## config.mk

```make
export PLATFORM = sky130hd
export DESIGN_NAME = mult_sched
export DESIGN_NICKNAME = d
export VERILOG_FILES = /design/src/rtl/mult_sched.sv
export SDC_FILE = /design/constraint.sdc
export NUM_CORES = 1
export LEC_CHECK = 0
export BUFFER_PORTS_ARGS = -buffer_cell sky130_fd_sc_hd__clkbuf_2
export CAP_MARGIN = 20
export CORE_UTILIZATION = 45
export CTS_CLUSTER_DIAMETER = 80
export DETAILED_ROUTE_END_ITERATION = 8
export PLACE_DENSITY = 0.72
export SYNTH_ARGS = -nofsm -noshare
export SYNTH_HDL_FRONTEND = slang
export SYNTH_SLANG_ARGS = --single-unit
```

## constraint.sdc

```tcl
create_clock -name Clk -period 1.12 [get_ports Clk]
set_input_delay 0.056 -clock Clk [delete_from_list [all_inputs] [get_ports Clk]]
set_output_delay 0.056 -clock Clk [all_outputs]
set_load 0.03 [all_outputs]
```

## src/rtl/mult_sched.sv

```systemverilog
// Grant/sequencing controller for a shared 8-bit add-shift signed multiplier datapath.
// Define MULT_SCHED_FIXED_PRIO_EN for fixed priority (client 0 wins ties); default is round-robin.
module mult_sched #(
  parameter int N_BITS = 8
) (
  input  logic       Clk,
  input  logic       Reset,
  input  logic [1:0] Req,
  input  logic       M,
  output logic [1:0] Gnt,
  output logic       Sel,
  output logic       Clr_XA,
  output logic       Add,
  output logic       Sub,
  output logic       Shift,
  output logic [1:0] Done,
  output logic       Busy
);

  localparam int CW = $clog2(N_BITS) + 1;
  localparam logic [CW-1:0] LAST = CW'(N_BITS - 1);
  localparam logic [CW-1:0] SAT  = CW'(N_BITS);

  localparam logic [2:0] S_IDLE = 3'd0;
  localparam logic [2:0] S_LOAD = 3'd1;
  localparam logic [2:0] S_OP   = 3'd2;
  localparam logic [2:0] S_SH   = 3'd3;
  localparam logic [2:0] S_DONE = 3'd4;

  logic [2:0]    state_q, state_d;
  logic [CW-1:0] cnt_q, cnt_d;
  logic [1:0]    gnt_q, gnt_d;
  logic          sel_q, sel_d;
  logic [1:0]    armed_q, armed_d;
  logic [1:0]    elig;
  logic          winner;
  logic          leaveDone;

`ifdef MULT_SCHED_FIXED_PRIO_EN
  always_comb begin
    elig   = Req & armed_q;
    winner = ~elig[0];
  end
`else
  logic prio_q, prio_d;

  // prio_q names the client that wins when both are eligible
  always_comb begin
    elig   = Req & armed_q;
    winner = (elig == 2'b11) ? prio_q : elig[1];
  end
`endif

  assign leaveDone = (state_q == S_DONE);

  // A held request yields one operation; a low sample re-arms the client
  always_comb begin
    armed_d[0] = ~Req[0] | (armed_q[0] & ~(leaveDone & ~sel_q));
    armed_d[1] = ~Req[1] | (armed_q[1] & ~(leaveDone &  sel_q));
  end

  always_comb begin
    state_d = state_q;
    cnt_d   = cnt_q;
    gnt_d   = gnt_q;
    sel_d   = sel_q;
`ifndef MULT_SCHED_FIXED_PRIO_EN
    prio_d  = prio_q;
`endif
    case (state_q)
      S_IDLE: begin
        if (elig != 2'b00) begin
          state_d = S_LOAD;
          sel_d   = winner;
          gnt_d   = winner ? 2'b10 : 2'b01;
`ifndef MULT_SCHED_FIXED_PRIO_EN
          prio_d  = ~winner;
`endif
        end
      end
      S_LOAD: begin
        cnt_d   = '0;
        state_d = S_OP;
      end
      S_OP: begin
        state_d = S_SH;
      end
      S_SH: begin
        if (cnt_q < SAT) begin
          cnt_d = cnt_q + 1'b1;
        end
        state_d = (cnt_q == LAST) ? S_DONE : S_OP;
      end
      S_DONE: begin
        state_d = S_IDLE;
        gnt_d   = 2'b00;
        sel_d   = 1'b0;
      end
      default: begin
        state_d = S_IDLE;
        gnt_d   = 2'b00;
        sel_d   = 1'b0;
      end
    endcase
  end

  always_ff @(posedge Clk or negedge Reset) begin
    if (!Reset) begin
      state_q <= S_IDLE;
      cnt_q   <= '0;
      gnt_q   <= 2'b00;
      sel_q   <= 1'b0;
      armed_q <= 2'b11;
`ifndef MULT_SCHED_FIXED_PRIO_EN
      prio_q  <= 1'b0;
`endif
    end else begin
      state_q <= state_d;
      cnt_q   <= cnt_d;
      gnt_q   <= gnt_d;
      sel_q   <= sel_d;
      armed_q <= armed_d;
`ifndef MULT_SCHED_FIXED_PRIO_EN
      prio_q  <= prio_d;
`endif
    end
  end

  // The last set multiplier bit carries negative weight, hence Sub instead of Add
  always_comb begin
    Gnt    = gnt_q;
    Sel    = sel_q;
    Clr_XA = (state_q == S_LOAD);
    Add    = (state_q == S_OP) && M && (cnt_q < LAST);
    Sub    = (state_q == S_OP) && M && (cnt_q == LAST);
    Shift  = (state_q == S_SH);
    Done   = (state_q == S_DONE) ? {sel_q, ~sel_q} : 2'b00;
    Busy   = (state_q != S_IDLE);
  end

endmodule

```

[Yosys cells after proc, flatten, opt, wreduce, memory -nomap -nowiden]
Index checks and enable logic that the tools add are counted.
Operators by class
  bitwise logic cells: 14
  equality and inequality tests: 8
  mux-type cells: 12
  add/subtract/negate cells: 1
  reduce and logical (&&, ||, !) cells: 11
  order comparisons: 2
Operators with widths (number)
  one-hot mux 3 bit (4 select lines): 1
  one-hot mux 4 bit (2 select lines): 1
  inverter 1 bit: 7
  == test 3 x 2 -> 1 bit, second input constant: 2
  two-way mux 2 bit: 3
  two-way mux 3 bit: 2
  AND reduction 2 bit: 3
  adder 4 x 1 -> 4 bit, second input constant: 1
  bitwise AND 1 bit: 4
  == test 4 x 3 -> 1 bit, second input constant: 1
  less-than comparator 4 x 3 -> 1 bit, second input constant: 1
  less-than comparator 4 bit, second input constant: 1
  two-way mux 4 bit: 1
  one-hot mux 2 bit (2 select lines): 1
  nonzero test 2 bit: 2
  == test 3 x 1 -> 1 bit, second input constant: 1
  == test 3 bit, second input constant: 1
  logical AND 1 bit: 3
  zero test 3 bit: 1
  nonzero test 3 bit: 1
  OR reduction 3 bit: 1
  bitwise AND 2 bit: 1
  == test 2 bit, second input constant: 1
  two-way mux 1 bit: 2
  other kinds (4): 5
Word-level totals
  output and inout bits: 10
  flip-flop bits (word level): 13
  word-level logic and storage cells: 54
  input bits: 5

[Depth between registers and ports, before layout]
Gate-level depths: netlist (run 1).
  depth after elaboration: 6
  mapped depth: 4
  depth with buffers taken out: 4

[Least setup slack after synthesis (run 1)]
Ideal clock, no wire load.
  kind: reg-to-reg
  start point: reg state_q[1]
  end point: reg armed_q[0]
  path slack: -771 ps
  library setup time: 125 ps
  clock period less this slack: 1891 ps
  buffers on the path: 1
  arrival: 1766 ps
  data required time: 995 ps
  cell stages (with the launch flop): 4
  cell sequence: dfrtp_1 buf_6 nor4b_1 o21ai_1
Between the ends
  cells in the longest elaborated chain, start to end: 5
RTL lines
  from (decl): line 30  | logic [2:0] state_q, state_d;
  from (signal assigned): line 118  | state_q <= state_d;
  == test 3 bit: line 54  | assign leaveDone = (state_q == S_DONE);
  bitwise AND 1 bit: line 58  | armed_d[0] = ~Req[0] | (armed_q[0] & ~(leaveDone & ~sel_q));
  inverter 1 bit: line 58
  bitwise AND 1 bit: line 58
  bitwise OR 1 bit: line 58
  named net armed_d[0]: line 34  | logic [1:0] armed_q, armed_d;
  to (signal assigned): line 122  | armed_q <= armed_d;
  to (decl): line 34
The timed path passes the listed nets, and every way through them passes these cells.
A chain may end at the register's enable or synchronous reset.

[Worst setup path in the final report (run 1)]
  start point: reg state_q[1]
  end point: out Done[0]
Between the ends
  cells in the longest elaborated chain, start to end: 2
RTL lines
  == test 3 bit: line 137  | Done = (state_q == S_DONE) ? {sel_q, ~sel_q} : 2'b00;
  two-way mux 2 bit: line 137
  to (decl): line 16  | output logic [1:0] Done,
Every way passes these cells.

==> reports/results.ini, run 1 <==
[grt]
busiest_layer = met2
grt_pass1_vias = 617
grt.total_usage_pct = 28.23
grt.overflow.total = 0
grtUsageMet2_pct = 51.25
grt_pass1_wl_um = 2691
grt.met1_usage_pct = 28.16
grt_max_degree = 13
globalRouteMet3Util_pct = 6.818
antenna_found_initial = 0

[setup_path]
end_kind = output pin
start_kind = flop
cp_num_buf_inv = 2
crit_cells = 3
reg2reg_from = state_q[2]
ff2ff_setup_slack_ps = -250
cpPeakStageDelay_ps = 460
worstPathCellList = buf_6 > nor4b_4 > clkbuf_8
required_ps = 1060
critical_path_arrival_ps = 1380
crit_path_top_delay_cell = dfrtp_2
worstPathMaxFanout = 7
rr_endpoint = prio_q
critical_path_class = reg2out
crit_path_end = Done[0]
rr_worst_depth = 4
crit_family = flip-flops
crit_path_start = state_q[1]

[sta]
setup_tns_ps = -2762
final.setup_skew_ps = 14.50
fin_crit_ps = 1434
timing.fmax_mhz = 697.5
fin_ws_ps = -313.6
hold_viol_final = 0
tightest_slew_ps = 313.1
maxSlewHeadroom_pct = 79.13
rsz0062_at_grt = yes
finalCritPeriodShare_pct = 128.0
slew_violations = 0
setup_viol = 15

[routing]
wirelength_um = 1987
drt_iter0_drc = 12
wire_per_inst_um = 16.98
ant_nets = 0
drc_errors = 0
first_pass_iters = 3
vias = 647
viasPerCell = 5.530

[clock_tree]
cts_tree = yes
cts.sinks = 12
insertion_delay_ps = 290
htreeDepth = 1
cts_buffer_depth = 2
cts_root_buf = clkbuf_4
clk_pin_slew_worst_paths_ps = 90
cts_made_buffers = 3

[power]
powerDensity_nw_per_um2 = 2528
p_leak_nw = 0.4976
peakVddDrop_v = 0.001578
p_total_mw = 2.802

[cells_and_area]
drive_gt1_share_pct = 62.75
syn_to_final_growth_pct = 77.20
final_cells = 117
antennaDiodeCount = 0
filler_cell_count = 71
nets = 109
finalInstanceArea_um2 = 1109

[outcome]
failed_checks = setup timing
outcome = complete, but fails checks

[worst_hold_path]
min_path_type = in2async

[die]
die_h_um = 39.29
io_pins = 15
start_util_pct = 48.08
rows = 13
core-area_um2 = 1301
design.die.area_um2 = 1543
dieWidth_um = 39.29

[synth]
yosysSeqAreaShare_pct = 48.40
ys_types = 30
syn-num-nets = 70
netlist_area_um2 = 625.6
synth_cells = 64
ys_seq_elements = 12
syn-mean-instance-area_um2 = 9.775
yosysWarnings = 0

[run]
maxCapViolCount = 0

[placed_design]
dpl_cell_area_um2 = 809.5
placedCellCount = 101
place_hpwl_um = 1076
place_congestion = 0.7507
pre_cts_ws_ps = -83.85
port_buffers = 14

[power by group]
part | leakage, nW | internal (mW) | switching (mW) | total [mW]
clock | 0.0150 | 0.138 | 0.159 | 0.297
sequential | 0.133 | 0.591 | 0.244 | 0.835
combinational | 0.350 | 0.888 | 0.782 | 1.67
total | 0.498 | 1.62 | 1.18 | 2.80
[flip-flops by register name, indices dropped and copies added, names as in the netlist]
register,cells
armed_q,2
Gnt,2
state_q,3
prio_q,1
cnt_q,4
[layout make-up]
type,count,area [um^2],area share (%)
Sequential cell,12,306.5,27.65
Inverter,2,7.507,0.6772
Multi-Input combinational cell,48,410.4,37.02
Tap cell,15,18.77,1.693
Clock buffer,4,26.28,2.370
Timing Repair Buffer,36,339.1,30.59
[Yosys cell counts]
master / instances / share of area [%]
dfrtp_1: 10 / 40
inv_1: 2 / 1.2
nor2b_1: 3 / 3.0
a21oi_1: 3 / 2.4
nand3_1: 1 / 0.80
or3_4: 1 / 1.8
and4_1: 1 / 1.4
o31ai_2: 1 / 2.0
nand2_1: 8 / 4.8
buf_6: 1 / 1.8
nor4b_1: 1 / 1.4
buf_4: 1 / 1.2
and4bb_1: 1 / 2.0
nor3_1: 1 / 0.80
and3_1: 1 / 1.0
nand2b_1: 4 / 4.0
o21ai_1: 2 / 1.6
o21a_1: 1 / 1.2
o21ai_0: 4 / 3.2
nand4b_1: 1 / 1.4
a22o_1: 1 / 1.4
and2_1: 1 / 1.0
ha_1: 1 / 2.0
o2111ai_1: 1 / 1.4
o211ai_1: 1 / 1.2
mux2i_1: 1 / 1.6
dfstp_2: 2 / 8.4
a41oi_1: 1 / 1.4
a31oi_1: 1 / 1.0
nor2_1: 6 / 3.6
[layout by cell type (no fill, tap or decap), drive strengths merged]
cell type    instances
buf                 23
clkbuf              14
dfrtp               10
nand2                8
nor2                 6
o21ai                6
nand2b               4
dlygate4sd3          3
nor2b                3
a21oi                3
inv                  2
dfstp                2
and2                 1
or3                  1
and3                 1
nor4b                1
nand3                1
a41oi                1
and4bb               1
o2111ai              1
o31ai                1
a31oi                1
o21a                 1
nand4b               1
o211ai               1
a22o                 1
mux2i                1
and4                 1
nor3                 1
ha                   1
[logic make-up after synthesis]
kind of cell | count (synthesis) | share of synthesized area, %
AO/OA/AOI/OAI | 16 | 16.80
adder cells (fa/ha/maj) | 1 | 2.000
buffers and inverters | 4 | 4.201
flip-flops | 12 | 48.40
multiplexers | 1 | 1.600
AND/OR/NAND/NOR | 30 | 27.00
[how the worst min path moves through the flow]
stage | from | endpoint | cells after the start
6_report | Reset | Gnt[0] | 2
5_1_grt | Reset | prio_q | 2
4_1_cts | Reset | prio_q | 2
3_5_place_dp | Reset | Gnt[1] | 1
3_3_place_gp | Reset | Gnt[1] | 1
2_1_floorplan | Reset | Gnt[0] | 0
[metal layers]
layer | vias to the layer above | wire length, um | share of wire [%]
met4 | 0 | 36 | 1.8
met3 | 4 | 48 | 2.4
li1 | 304 | - | -
met2 | 13 | 1141 | 57
met5 | - | 0 | 0
met1 | 326 | 761 | 38
[what timing repair did]
action,in CTS,in global routing
endpoints found under the setup margin,12,18
buffers inserted,5,6
gates resized for setup,33,19
hold buffers,3,0
hold endpoints to repair,14,0
pin swaps,4,13
[through the flow]
stage               utilization (%)  hold slack, ps
detailed placement            62.21          -30.92
finish                        85.19           186.0
CTS                           78.56           203.3
global route                  85.19           233.5
floorplan                         -          -239.6
global placement              62.21          -38.76
Note: power is estimated with default switching activity, not from simulation.
==> inputs of run 2 (changes only) <==
ABC_AREA = 1   (was not set)
CAP_MARGIN = not set   (was 20)
==> reports/results.ini, run 2 <==
[synth]
syn-mean-instance-area_um2 = 8.232
synth_cells = 76
yosysTopAreaCell = dfrtp_1
ys.flop_type = dfrtp_1
yosysSeqAreaShare_pct = 48.40
synth.top_cells.by_count = 20 x nand2_1, 10 x dfrtp_1, 8 x inv_1, 6 x nor2_1, 5 x o21ai_2
synth.area.top_cells = dfrtp_1 40%, nand2_1 12%, dfstp_2 8.4%
synth-edff-count = 0
synth_top_area_share_pct = 40.00
ys_seq_elements = 12
synth_most_common_cell = nand2_1
ys_types = 19
synthArstFlopShare_pct = 100.0
yosysWarnings = 0
netlist_area_um2 = 625.6
syn-num-nets = 82

[die]
dieWidth_um = 39.29
die_h_um = 39.29
design.die.area_um2 = 1543
start_util_pct = 48.08
rows = 13
core-area_um2 = 1301
io_pins = 15

[power]
switching_share_pct = 46.24
p_seq_share_pct = 25.6
p_total_mw = 2.813
p_leak_nw = 0.5249
peakVddDrop_v = 0.001539
powerDensity_nw_per_um2 = 2617
clkPwrFrac_pct = 12.6
p_sw_mw = 1.301
internal_power_mw = 1.512
comb_power_share_pct = 61.8

[routing]
drc_errors = 0
vias = 634
drt_iter0_drc = 19
wire_per_inst_um = 14.57
viasPerCell = 5.032
wirelength_um = 1836
ant_nets = 0
first_pass_iters = 4

[clock_tree]
insertion_delay_ps = 270
cts_root_buf = clkbuf_4
cts_tree = yes
cts_made_buffers = 3
cts.sinks = 12
clk_pin_slew_worst_paths_ps = 80
cts_buffer_depth = 2
htreeDepth = 1

[sta]
rsz0062_at_grt = yes
final.setup_skew_ps = 1.814
timing.hold.ws_ps = 192.6
slew_violations = 0
fin_crit_ps = 1399
setup_viol = 15
tightest_slew_ps = 306.1
fin_ws_ps = -279.1
finalCritPeriodShare_pct = 124.9
maxSlewHeadroom_pct = 79.59
timing.fmax_mhz = 714.7
hold_viol_final = 0

[placed_design]
place_hpwl_um = 1022
place_congestion = 0.7853
pre_cts_ws_ps = -36.40
port_buffers = 14

[cells_and_area]
reg_top3 = cnt_q x4, state_q x3
syn_to_final_growth_pct = 71.80
multi_input_area_um2 = 359.1
nets = 118
largest_reg_flops = 4
drive_gt1_share_pct = 59.46
layout_common_cells = 16 x nand2_1, 10 x dfrtp_1, 9 x buf_4, 7 x clkbuf_2, 7 x buf_6
antennaDiodeCount = 0
final_common_cell = nand2_1
filler_cell_count = 73
regArea_um2 = 302.8
regMostFlops = cnt_q
final_util_pct = 82.60

[run]
maxCapViolCount = 0

[grt]
antenna_found_initial = 0
grt_max_degree = 13
grt_pass1_wl_um = 2256
grt_pass1_vias = 545
grt.total_usage_pct = 22.85
grt.overflow.total = 0

[setup_path]
critical_path_arrival_ps = 1340
worstPathMaxFanout = 2
required_ps = 1060
start_kind = flop
critical_path_class = reg2out
end_kind = output pin

[outcome]
failed_checks = setup timing
outcome = complete, but fails checks

[worst_hold_path]
min_path_type = in2async

run 2: logic make-up after synthesis:
logic type	synth area share, %
buffers and inverters	7.801
AND/OR/NAND/NOR	27.40
flip-flops	48.40
AO/OA/AOI/OAI	14.40
adder cells (fa/ha/maj)	2.000
run 2: routing by layer:
layer	up-vias	track usage, %	share of wire, %
met5	-	0	0
met2	20	36.67	51
met3	8	5.114	3.7
met1	290	31.27	43
li1	316	-	-
met4	0	5.172	2.5
run 2: path summary, 6_finish.rpt:
check,startpoint,endpoint,slack (ps),cells past startpoint
max,cnt_q[1],Add,-280,5
min,Reset,state_q[0],190,2
max reg2reg,state_q[2],prio_q,-200,6
min reg2reg,armed_q[0],armed_q[0],480,2
max in group asynchronous,Reset,armed_q[1],640,2
min in group Clk,Req[0],armed_q[0],450,3
run 2: layout make-up:
| type | instances | area share (%) |
|---|---|---|
| multi-input combinational | 52 | 33.41 |
| sequential | 12 | 28.17 |
| timing repair buffer | 32 | 28.06 |
| inverter | 11 | 5.239 |
| clock buffer | 4 | 3.376 |
| tap | 15 | 1.746 |
run 2: power by group through the flow:
stage / logic (mW) / clock network [mW] / registers [mW]
5_1_grt: 1.83 / 0.374 / 0.738
2_1_floorplan: 0.749 / 0 / 0.762
6_report: 1.74 / 0.355 / 0.720
3_3_place_gp: 1.11 / 0 / 0.696
3_5_place_dp: 1.14 / 0 / 0.708
4_1_cts: 1.40 / 0.355 / 0.700
run 2: metrics by stage:
step                setup TNS, ps  cell area, um^2  instances
detailed placement         -58.62            775.7        110
finish                      -1906             1075        126
global placement           -2.089            775.7        110
CTS                         -1568            947.2        121
global route                -2617             1075        126
floorplan                  -2.641            649.4         76
run 2: what timing repair did:
action                                  in CTS  in global routing
gates resized for setup                     21                 33
hold buffers                                 3                  0
setup buffers                                4                  7
pin swaps                                    5                 13
endpoints found under the setup margin       7                 16
endpoints found under the hold margin       14                  0
run 2: critical path, cell delays in order (launching register included):
cell     delay (ps)
dfrtp_1         390
ha_2            200
nand2_2          80
inv_2            60
nor3_4          200
buf_8           140
==> inputs of run 3 (changes only) <==
CTS_CLUSTER_SIZE = 25   (was not set)
RECOVER_POWER = 100   (was not set)
==> reports/results.ini, run 3 (synthesized netlist as in run 2, its figures left out) <==
[outcome]
outcome = complete, but fails checks
failed_checks = setup timing

[grt]
grt.overflow.total = 0
antenna_found_initial = 0
grt.total_usage_pct = 22.85
grt_max_degree = 13
grt_pass1_wl_um = 2256
grt_pass1_vias = 545

[run]
maxCapViolCount = 0

[setup_path]
reg2reg_from = state_q[2]
cp_num_buf_inv = 2
worstPathCellList = ha_2 > nand2_2 > inv_2 > nor3_4 > buf_8
ff2ff_setup_slack_ps = -200
end_kind = output pin
crit_path_start = cnt_q[1]
critical_path_class = reg2out
critical_path_arrival_ps = 1340
start_kind = flop
rr_worst_depth = 6
required_ps = 1060
worstPathMaxFanout = 2
cpPeakStageDelay_ps = 400
crit_family = flip-flops
crit_path_top_delay_cell = dfrtp_1
rr_endpoint = prio_q

[power]
p_total_mw = 2.779
internal_power_mw = 1.484
clkPwrFrac_pct = 12.7
p_leak_nw = 0.5169
p_sw_mw = 1.295
peakVddDrop_v = 0.001528
comb_power_share_pct = 61.5
switching_share_pct = 46.61
p_seq_share_pct = 25.8
powerDensity_nw_per_um2 = 2607

[routing]
first_pass_iters = 4
vias = 649
met3RoutedLength_um = 68
viasPerCell = 5.151
wirelength_um = 1838
wire_per_inst_um = 14.59
top_layer_used = met4
drc_errors = 0
dr_wl_met2_um = 939
drt-met1-wl_um = 790
ant_nets = 0
drt_iter0_drc = 22

[clock_tree]
cts_tree = yes
insertion_delay_ps = 270
clk_pin_slew_worst_paths_ps = 80
cts_root_buf = clkbuf_4
htreeDepth = 1
cts.sinks = 12
cts_made_buffers = 3
cts_buffer_depth = 2

[cells_and_area]
syn_to_final_growth_pct = 70.40
largest_reg_flops = 4
regMostFlops = cnt_q
finalInstanceArea_um2 = 1066
filler_cell_count = 77
final_common_cell = nand2_1
drive_gt1_share_pct = 57.66
multi_input_area_um2 = 359.1
layout_common_cells = 16 x nand2_1, 10 x dfrtp_1, 9 x buf_4
antennaDiodeCount = 0
final_cells = 126
regArea_um2 = 302.8
final_util_pct = 81.92
reg_top3 = cnt_q x4, state_q x3
nets = 118

[placed_design]
placedCellCount = 110
place_congestion = 0.7853
pre_cts_ws_ps = -36.40
place_hpwl_um = 1022
dpl_cell_area_um2 = 775.7
port_buffers = 14

[die]
core-area_um2 = 1301
die_h_um = 39.29
dieWidth_um = 39.29
io_pins = 15
design.die.area_um2 = 1543
start_util_pct = 48.08
rows = 13

[sta]
hold_viol_final = 0
maxSlewHeadroom_pct = 56.12
fin_crit_ps = 1400
rsz0062_at_grt = yes
setup_viol = 16
tightest_slew_ps = 658.2
timing.fmax_mhz = 714.1
final.setup_skew_ps = 1.497
fin_ws_ps = -280.3
slew_violations = 0
finalCritPeriodShare_pct = 125.0

[worst_hold_path]
min_path_type = in2async

## run 3: metal layers
layer	vias to the layer above	global-route usage, %
met1	307	31.27
met2	19	36.67
met3	6	5.114
met5	-	0
li1	317	-
met4	0	5.172
## run 3: worst max-delay path by stage
stage / to / slack (ps) / depth (start not counted)
4_1_cts: Add / -270 / 4
2_1_floorplan: Done[1] / -3 / 2
6_report: Add / -280 / 5
5_1_grt: Add / -340 / 5
3_3_place_gp: Sub / -2 / 6
3_5_place_dp: Sub / -40 / 6
## run 3: cell type report
type                    count  area share [%]
clock buffers               4           3.404
multi-input cells          52           33.69
well taps                  15           1.761
flip-flops and latches     12           28.40
inverters                  11           5.282
repair buffers             32           27.46
## run 3: power groups by stage
stage | clock network (mW) | logic [mW] | registers (mW)
finish | 0.353 | 1.71 | 0.717
global route | 0.374 | 1.81 | 0.734
CTS | 0.355 | 1.40 | 0.700
detailed placement | 0 | 1.14 | 0.708
global placement | 0 | 1.11 | 0.696
floorplan | 0 | 0.749 | 0.762
## run 3: worst reg2reg max path, cell delays in order, from the launching register on
cell	delay (ps)
dfrtp_1	430
nor2_2	160
buf_4	140
nand2_4	60
buf_6	130
o21ai_1	160
o21ai_1	110
## run 3: what timing repair did
action | CTS | global route
setup buffers | 4 | 7
hold endpoints to repair | 14 | 0
gates resized for setup | 21 | 33
hold buffers | 3 | 0
endpoints found under the setup margin | 7 | 16
pin swaps | 5 | 13
## run 3: metrics by stage
step | setup TNS [ps] | hold slack, ps
floorplan | -2.641 | -239.6
global route | -2820 | 405.8
detailed placement | -58.62 | -42.25
global placement | -2.089 | -41.15
finish | -2059 | 319.7
CTS | -1568 | 202.3
